## config.mk

```make
export PLATFORM = sky130hd
export DESIGN_NAME = dff_pipe_r
export DESIGN_NICKNAME = d
export VERILOG_FILES = /design/src/rtl/dff_pipe_r.sv
export SDC_FILE = /design/constraint.sdc
export NUM_CORES = 1
export LEC_CHECK = 0
export BUFFER_PORTS_ARGS = -buffer_cell sky130_fd_sc_hd__buf_2
export CAP_MARGIN = 20
export CORE_MARGIN = 1.5
export CORE_UTILIZATION = 30
export DETAILED_ROUTE_END_ITERATION = 12
export SYNTH_ARGS = -nofsm -noshare
export SYNTH_HDL_FRONTEND = slang
export SYNTH_SLANG_ARGS = --single-unit
```

## constraint.sdc

```tcl
create_clock -name clk -period 0.97 [get_ports clk]
set_input_delay 0.194 -clock clk [delete_from_list [all_inputs] [get_ports clk]]
set_output_delay 0.194 -clock clk [all_outputs]
set_load 0.02 [all_outputs]
```

## src/rtl/dff_pipe_r.sv

```systemverilog
// Elastic register pipeline: DEPTH valid/ready stages of WIDTH bits with a collapsing ready chain.
// Optional synchronous flush port enabled by defining DFF_PIPE_FLUSH_EN.

module dff_pipe_r_stage #(
  parameter int unsigned      WIDTH       = 4,
  parameter logic [WIDTH-1:0] RESET_VALUE = '0
) (
  input  logic             clk,
  input  logic             reset,
  input  logic             clr,
  input  logic             load,
  input  logic             up_valid,
  input  logic [WIDTH-1:0] up_data,
  output logic             valid,
  output logic [WIDTH-1:0] data
);
  always_ff @(posedge clk) begin
    if (reset || clr) begin
      valid <= 1'b0;
      data  <= RESET_VALUE;
    end else if (load) begin
      valid <= up_valid;
      // an empty slot passing through keeps the old word, keeping data toggling down
      if (up_valid) data <= up_data;
    end
  end
endmodule

module dff_pipe_r #(
  parameter int unsigned      WIDTH       = 4,
  parameter int unsigned      DEPTH       = 2,
  parameter logic [WIDTH-1:0] RESET_VALUE = '0
) (
  input  logic             clk,
  input  logic             reset,
  input  logic             in_valid,
  input  logic [WIDTH-1:0] in_data,
  output logic             in_ready,
  output logic             out_valid,
  output logic [WIDTH-1:0] out_data,
`ifdef DFF_PIPE_FLUSH_EN
  input  logic             flush,
`endif
  input  logic             out_ready
);
  // index 0 is the upstream port, index i+1 is the output of stage i
  logic [DEPTH:0]            vld_pipe;
  logic [DEPTH:0][WIDTH-1:0] dat_pipe;
  logic [DEPTH:0]            rdy;
  logic                      clr;

`ifdef DFF_PIPE_FLUSH_EN
  assign clr = flush;
`else
  assign clr = 1'b0;
`endif

  assign vld_pipe[0] = in_valid;
  assign dat_pipe[0] = in_data;
  assign rdy[DEPTH]  = out_ready;

  for (genvar i = 0; i < DEPTH; i++) begin : g_stg
    assign rdy[i] = ~vld_pipe[i+1] | rdy[i+1];

    dff_pipe_r_stage #(
      .WIDTH       (WIDTH),
      .RESET_VALUE (RESET_VALUE)
    ) u_stg (
      .clk      (clk),
      .reset    (reset),
      .clr      (clr),
      .load     (rdy[i]),
      .up_valid (vld_pipe[i]),
      .up_data  (dat_pipe[i]),
      .valid    (vld_pipe[i+1]),
      .data     (dat_pipe[i+1])
    );
  end

  assign in_ready  = rdy[0] & ~clr;
  assign out_valid = vld_pipe[DEPTH];
  assign out_data  = dat_pipe[DEPTH];
endmodule

```

==> metrics.cfg, run 1 <==
[status]
status=finished, violations left
violations=negative setup slack

[cts]
hold_buffers=0
htreeDepth=1
cts_tree=yes
clock_latency_ps=260
cts_buffers=3
cts_root_buffer=clkbuf_4
path_clk_slew_ps=60
cts_buffer_depth=2
clock_sinks=10

[floorplan]
core_region_area_mm2=0.00137
die_area_mm2=0.00179
start_util_pct=33.9
pin_count=14
dieWidth_um=42.3
die_h_um=42.3
placementRows=13

[worst_hold_path]
hold-path-cell-count=3
min_to=g_stg[0].u_stg.valid$_SDFFE_PP0P_
hold_path_startpoint=in_valid
hold_path.class=input pin to flip-flop

[placed_design]
globalplace.congestion=0.603
io_buffers=13
dpl_worst_slack_ps=-4.35

[setup_path]
r2r_slack_ps=-120
crit_slowest_cell=dfxtp_2
end_kind=primary output
cpPeakStageDelay_ps=330
path_max_fanout=2
r2r_end=g_stg[0].u_stg.data[0]$_SDFFE_PP0P_
path_class=flip-flop to primary output
rr_startpoint=g_stg[1].u_stg.valid$_SDFFE_PP0P_
ff2ff_path_depth=4
crit_chain=nor2b_4 -> nand2_2 -> buf_6
crit_required_ps=780
cp.arrival_ps=930
worst_setup_path_start_kind=flip-flop

[drt]
ant_nets=0
via_count=355
drtIter0Drc=4
wl_met3_um=63
drt-total-wl_um=856
wl_per_cell_um=11.1
top_layer=met4
firstDrtPassIters=3
wl_met1_um=394
wl_met2_um=386
drc=0
vias_per_cell=4.61

[synth]
synth-simple-area-share_pct=21.6
synthMuxAreaShare_pct=8.65
avgSynthCellArea_um2=9.64
synth_nets=56
synth_cell_type_count=16
synth_xor_area_share_pct=0
yosys_warnings=0
synth_top_family_by_area=simple AND/OR/NAND/NOR gates
synth_fa_ha_area_share_pct=0
netlist_instances=48
yosysSeqAreaShare_pct=43.2
netlist_area_um2=463
ys_ff_latch=10
synth_compound_area_share_pct=15.7

[global_route]
grt_usage_pct=11.0
grt_overflow=0
grt_pass1_vias=332
grt_pass1_wl_mm=1.46
antenna_found_initial=0
grt_start_max_net_pins=15

[timing]
clock.fmax_mhz=890
period_share_pct=116
fin_skew_ps=5.76
hold_viol_final=0
max_slew_margin_pct=86.0
rsz0062_at_grt=true
fin_crit_ps=1120
finalMaxSlewViolations=0
layout_setup_ws_ps=-153
worst_pin_slew_ps=210
setup_viol_count_final=10

[pwr]
p_sw_share_pct=23.5
switching_power_uw=195
p_leak_uw=0.000254
power.share.combinational_pct=13.8
power_frac_seq_pct=53.8
power_density_mw_per_mm2=1400
vdd.ir_drop.worst_uv=783
internal_power_uw=635
pwr-share-clk_pct=32.4

[final_layout]
n_antenna_cell=0
final_layout_size_suffix_gt1_share_pct=50.0
postLayoutCoreUtil_pct=43.4
syn_to_final_growth_pct=28.1
nets=72

[flow_run]
max_cap_viol_count=0

cell usage after synthesis:
cell      number  area [um2]
buf_4          4        30.0
mux2i_1        4        40.0
nor2b_4        1        13.8
dfxtp_1       10         200
inv_1          1        3.75
buf_6          1        11.3
a21oi_1        5        25.0
nand2b_1       8        50.1
a21oi_2        1        8.76
buf_2          1        5.00
a21boi_4       1        18.8
or2b_2         1        8.76
nand2_1        1        3.75
nand3_1        4        20.0
nor2_1         1        3.75
o21ai_0        4        20.0
power groups by stage:
stage / registers, uW / logic (uW) / clock network (uW)
after global routing: 449 / 125 / 310
after global placement: 453 / 98.0 / 0
after detailed placement: 453 / 99.3 / 0
after CTS: 445 / 111 / 280
after floorplan: 451 / 74.5 / 0
final: 446 / 114 / 269
critical path, delay by kind of cell, from the launching register on:
family,cells,cell delay [ps]
AND/OR/NAND/NOR,2,220
flip-flops,1,330
buffers and inverters,1,130
worst max path at each step:
stage / startpoint / to / slack [ps] / cells past startpoint
floorplan: g_stg[1].u_stg.valid$_SDFFE_PP0P_ / in_ready / 9 / 2
finish: g_stg[1].u_stg.valid$_SDFFE_PP0P_ / in_ready / -150 / 3
CTS: g_stg[1].u_stg.valid$_SDFFE_PP0P_ / in_ready / -160 / 3
detailed placement: g_stg[0].u_stg.valid$_SDFFE_PP0P_ / g_stg[1].u_stg.data[3]$_SDFFE_PP0P_ / -4 / 3
global route: g_stg[1].u_stg.valid$_SDFFE_PP0P_ / in_ready / -200 / 3
global placement: g_stg[1].u_stg.valid$_SDFFE_PP0P_ / in_ready / 8 / 3
per-stage QoR:
stage	cell area, um2	instances	total power (uW)	hold slack, ps	TNS, ps
2_1_floorplan	467	48	525	311	0
3_3_place_gp	519	72	551	442	0
3_5_place_dp	519	72	552	444	-4.35
4_1_cts	573	77	835	184	-852
5_1_grt	593	77	885	192	-1330
6_report	593	77	830	183	-792
cell usage in the layout, fill, tap and decap left out, types with 2 or more instances in the layout:
cell      synthesis  routed
nand3_1           4       4
nand2b_1          8       8
dfxtp_1          10       6
buf_2             1       7
dfxtp_2           0       4
o21ai_2           0       2
buf_6             1       2
o21ai_0           4       2
a21oi_1           5       5
clkbuf_4          0       3
buf_4             4       8
mux2i_1           4       4
routing by layer:
metal,track usage [%],vias up
met5,0,-
met4,3.75,0
li1,-,184
met2,14.8,13
met1,14.2,156
met3,6.90,2
state kept, by name, summed over array words and instances, names as in the netlist:
signal / cells
g_stg.u_stg.valid: 2
g_stg.u_stg.data: 8
cell type report:
type	instances	area [um2]
Inverter	1	3.75
Timing Repair Buffer	17	118
Sequential cell	10	205
Tap cell	15	18.8
Clock buffer	3	22.5
Multi-Input combinational cell	31	225
Fill cell	149	773
cells by family after synthesis:
family / Yosys count
AO/OA/AOI/OAI: 11
buffers and inverters: 7
AND/OR/NAND/NOR: 16
multiplexers: 4
flip-flops: 10
repair_timing:
item | in CTS | in global routing
gates resized for setup | 8 | 8
setup endpoints to repair | 6 | 13
setup buffers | 2 | 0
Note: power is estimated with default switching activity, not from simulation.
==> run 2, diff against run 1 <==
Settings changed: ABC_AREA set to 1, CELL_PAD_IN_SITES_DETAIL_PLACEMENT set to 0, CELL_PAD_IN_SITES_GLOBAL_PLACEMENT set to 1, PLACE_DENSITY_LB_ADDON set to 0.1.
==> metrics.cfg, run 2 <==
[timing]
layout_setup_ws_ps=-68.3
setup_viol_count_final=2
holdWs_ps=115
fin_crit_ps=1040
hold_viol_final=0
fin_skew_ps=1.86
max_slew_margin_pct=83.5
period_share_pct=107
finalMaxSlewViolations=0
worst_pin_slew_ps=247
clock.fmax_mhz=963
rsz0062_at_grt=true

[placed_design]
globalplace.congestion=0.636
dpl.cell_count=84
dp.final_hpwl_um=576
dpl_worst_slack_ps=26.3
io_buffers=13

[drt]
wl_per_cell_um=9.08
ant_nets=0
drt-total-wl_um=826
via_count=389
vias_per_cell=4.27
drc=0
firstDrtPassIters=2
drtIter0Drc=4

[synth]
synth_cell_type_count=12
yosysSeqAreaShare_pct=44.4
synth-edff-count=0
ys.flop_type=dfxtp_1
ys_ff_latch=10
synth_most_common_cell=nor2_1
synth.top_cells.by_area=dfxtp_1, nor2_1, nand2_1
synth_async_sr_flop_share_pct=0
synth_top_area_share_pct=44.4
netlist_area_um2=450
synth_nets=68
netlist_instances=60
yosys_warnings=0
netlist.top_cell.by_area=dfxtp_1
avgSynthCellArea_um2=7.51
synth_commonest_cells=nor2_1, dfxtp_1, nand2_1

[final_layout]
regMostFlops=g_stg.u_stg.data
final_layout_size_suffix_gt1_share_pct=36.8
syn_to_final_growth_pct=31.4
nets=85
final_common_cell=nor2_1
top_regs=g_stg.u_stg.data: 8 flops, g_stg.u_stg.valid: 2 flops
postLayoutCoreUtil_pct=43.8
final_cell_mix=nor2_1, nand2_1, buf_2, buf_4
n_antenna_cell=0
largest_reg_flops=8
final-instance-count-excl-fill=91

[setup_path]
path_max_fanout=3
worst_setup_path_start_kind=flip-flop
crit_required_ps=780
end_kind=primary output
cp.arrival_ps=840
path_class=flip-flop to primary output

[floorplan]
dieWidth_um=41.8
die_h_um=41.8
core_region_area_mm2=0.00135
pin_count=14
start_util_pct=33.4
placementRows=13
die_area_mm2=0.00174

[pwr]
power.share.combinational_pct=15.2
p_sw_share_pct=24.1
pwr-share-clk_pct=37.7
power_density_mw_per_mm2=1640
vdd.ir_drop.worst_uv=699
power_frac_seq_pct=47.1
switching_power_uw=234
internal_power_uw=737
total_power_uw=971
p_leak_uw=0.000300

[global_route]
grt_pass1_wl_mm=1.41
grt_overflow=0
antenna_found_initial=0
grt_pass1_vias=324
grt_usage_pct=11.0
grt_start_max_net_pins=10

[status]
status=finished, violations left
violations=negative setup slack

[cts]
clock_sinks=10
path_clk_slew_ps=70
cts_root_buffer=clkbuf_4
cts_buffer_depth=2
cts_buffers=3
cts_tree=yes
htreeDepth=1
clock_latency_ps=260

[worst_hold_path]
hold_path.class=input pin to flip-flop

[flow_run]
max_cap_viol_count=0

-- run 2: cells by family (layout without fill, tap and decap cells) --
family	after synthesis	count (layout)	synth area share, %
and+or+nand+nor	30	30	32.5
buffers and inverters	13	29	14.4
DFF	10	10	44.4
AOI/OAI and AO/OA	7	7	8.61
-- run 2: worst max-delay path, cell delays in order, from the launching register on --
cell	delay [ps]
dfxtp_4	370
nand3_4	80
buf_6	140
-- run 2: path summary, 6_finish.rpt --
kind	from	endpoint	slack, ps	depth (start not counted)
max	g_stg[1].u_stg.valid$_SDFFE_PP0P_	in_ready	-70	2
min	reset	g_stg[0].u_stg.valid$_SDFFE_PP0P_	110	2
max reg2reg	g_stg[1].u_stg.valid$_SDFFE_PP0P_	g_stg[1].u_stg.data[1]$_SDFFE_PP0P_	30	5
min reg2reg	g_stg[0].u_stg.data[2]$_SDFFE_PP0P_	g_stg[0].u_stg.data[2]$_SDFFE_PP0P_	480	2
-- run 2: layout make-up --
| cell class | instances | area, um2 |
|---|---|---|
| Fill cell | 143 | 758 |
| Multi-Input combinational cell | 37 | 189 |
| Tap cell | 15 | 18.8 |
| Sequential cell | 10 | 206 |
| Timing Repair Buffer | 17 | 111 |
| Clock buffer | 4 | 36.3 |
| Inverter | 8 | 30.0 |
-- run 2: repair_timing --
| item | CTS | global route |
|---|---|---|
| setup endpoints to repair | 2 | 12 |
| pin swaps | 1 | 0 |
| hold buffers | 0 | 0 |
| gates resized for setup | 4 | 6 |
| setup buffers | 3 | 0 |
-- run 2: power groups by stage --
stage          clock network, uW  logic (uW)  registers (uW)
2_1_floorplan                  0         102             469
3_3_place_gp                   0         131             466
3_5_place_dp                   0         131             468
4_1_cts                      386         141             456
5_1_grt                      409         165             462
6_report                     366         148             457
-- run 2: layer usage --
layer / up-vias / global-route usage, % / routed length (um)
met5: - / 0 / 0
met4: 0 / 11.6 / 19
met3: 2 / 2.61 / 44
met2: 14 / 14.4 / 349
met1: 157 / 13.9 / 413
li1: 216 / - / -
-- run 2: metrics by stage --
stage | area, um2 | TNS [ps]
final | 592 | -80.0
after global routing | 592 | -277
after CTS | 577 | -103
after detailed placement | 508 | 0
after global placement | 508 | 0
after floorplan | 452 | 0
==> run 3, diff against run 2 <==
--- a/config.mk
+++ b/config.mk
@@ -6,5 +6,4 @@
 export NUM_CORES = 1
 export LEC_CHECK = 0
-export ABC_AREA = 1
 export BUFFER_PORTS_ARGS = -buffer_cell sky130_fd_sc_hd__buf_2
 export CAP_MARGIN = 20
==> constraint.sdc (replaced) <==
create_clock -name clk -period 0.97 [get_ports clk]
set_input_delay 0.194 -clock clk [delete_from_list [all_inputs] [get_ports clk]]
set_output_delay 0.194 -clock clk [all_outputs]
set_load 0.005 [all_outputs]
==> metrics.cfg, run 3 (synthesis gave the netlist of run 1 again) <==
[drt]
drc=0
vias_per_cell=4.81
ant_nets=0
firstDrtPassIters=1
drt-total-wl_um=867
drtIter0Drc=0
via_count=370
wl_per_cell_um=11.3

[setup_path]
crit_chain=nor2b_4 -> nand2_1 -> buf_2
cpPeakStageDelay_ps=330
path_max_fanout=3
cp.arrival_ps=920
crit_slowest_cell=dfxtp_2
worst_setup_path_start_kind=flip-flop
path_class=flip-flop to primary output
end_kind=primary output
crit_required_ps=780

[floorplan]
core_region_area_mm2=0.00137
die_h_um=42.3
placementRows=13
start_util_pct=33.9
pin_count=14
dieWidth_um=42.3
die_area_mm2=0.00179

[placed_design]
dpl.cell_count=72
io_buffers=13
placed_area_um2=515
globalplace.congestion=0.650
dp.final_hpwl_um=660

[final_layout]
regMostFlops=g_stg.u_stg.data
nets=71
final-instance-count-excl-fill=77
top_regs=g_stg.u_stg.data: 8 flops, g_stg.u_stg.valid: 2 flops
syn_to_final_growth_pct=21.4
largest_reg_flops=8
n_antenna_cell=0
final_common_cell=buf_2
stdcell_area_um2=562
final_layout_size_suffix_gt1_share_pct=41.9
final_cell_mix=buf_2, nand2b_1, dfxtp_1, a21oi_1

[timing]
setup_viol_count_final=5
worst_pin_slew_ps=217
hold_viol_final=0
layout_setup_ws_ps=-141
max_slew_margin_pct=85.5
rsz0062_at_grt=true
clock.fmax_mhz=900
fin_crit_ps=1110
fin_skew_ps=2.25
finalMaxSlewViolations=0
period_share_pct=115
holdWs_ps=155

[global_route]
grt_overflow=0
grt_usage_pct=10.4
grt_start_max_net_pins=15
grt_pass1_vias=331
antenna_found_initial=0
grt_pass1_wl_mm=1.35

[cts]
cts_tree=yes
clock_sinks=10
hold_buffers=0
htreeDepth=1
cts_buffer_depth=2
cts_root_buffer=clkbuf_4
path_clk_slew_ps=60
cts_buffers=3
clock_latency_ps=260

[flow_run]
max_cap_viol_count=0

[worst_hold_path]
hold_path.class=input pin to flip-flop

[pwr]
power_density_mw_per_mm2=1610
total_power_uw=904
vdd.ir_drop.worst_uv=712
p_leak_uw=0.000246

[status]
violations=negative setup slack
status=finished, violations left

run 3: metrics by stage:
step / util, % / setup slack, ps / TNS [ps]
after global placement: 37.7 / 34.9 / 0
after floorplan: - / 40.9 / 0
after detailed placement: 37.7 / 5.09 / 0
after global routing: 41.1 / -197 / -1010
after CTS: 41.0 / -168 / -674
final: 41.1 / -141 / -640
run 3: area by class of cell:
type,instances,area (um2)
Clock buffer,4,36.3
Fill cell,145,805
Timing Repair Buffer,16,87.6
Sequential cell,10,203
Multi-Input combinational cell,31,213
Inverter,1,3.75
Tap cell,15,18.8
run 3: worst max-delay path, delay by kind of cell, from the launching register on:
kind | cells | cell delay (ps)
simple gates | 2 | 210
buf+inv | 1 | 120
flops | 1 | 330
run 3: routing by layer:
metal  vias to the layer above  wire (um)  global-route usage [%]
met2                        13        425                    16.3
li1                        187          -                       -
met3                         2         64                    2.59
met4                         0          8                    9.38
met5                         -          0                       0
met1                       168        368                    11.3
run 3: path summary, 6_finish.rpt:
path / startpoint / endpoint / slack (ps) / cells past startpoint
setup / recovery: g_stg[1].u_stg.valid$_SDFFE_PP0P_ / in_ready / -140 / 3
hold / removal: in_valid / g_stg[0].u_stg.valid$_SDFFE_PP0P_ / 150 / 3
setup reg to reg: g_stg[1].u_stg.valid$_SDFFE_PP0P_ / g_stg[0].u_stg.data[1]$_SDFFE_PP0P_ / -130 / 4
hold reg to reg: g_stg[0].u_stg.data[1]$_SDFFE_PP0P_ / g_stg[1].u_stg.data[1]$_SDFFE_PP0P_ / 480 / 2
run 3: power breakdown:
part           internal [uW]  switching [uW]  leakage [uW]  total, uW
Combinational           51.3            44.4      0.000143       95.7
Sequential               431            12.3     0.0000826        444
Clock                    228             137     0.0000210        364
run 3: repair_timing:
item                       CTS  global route
setup buffers                1             0
setup endpoints to repair    7             9
resized for setup            1             3
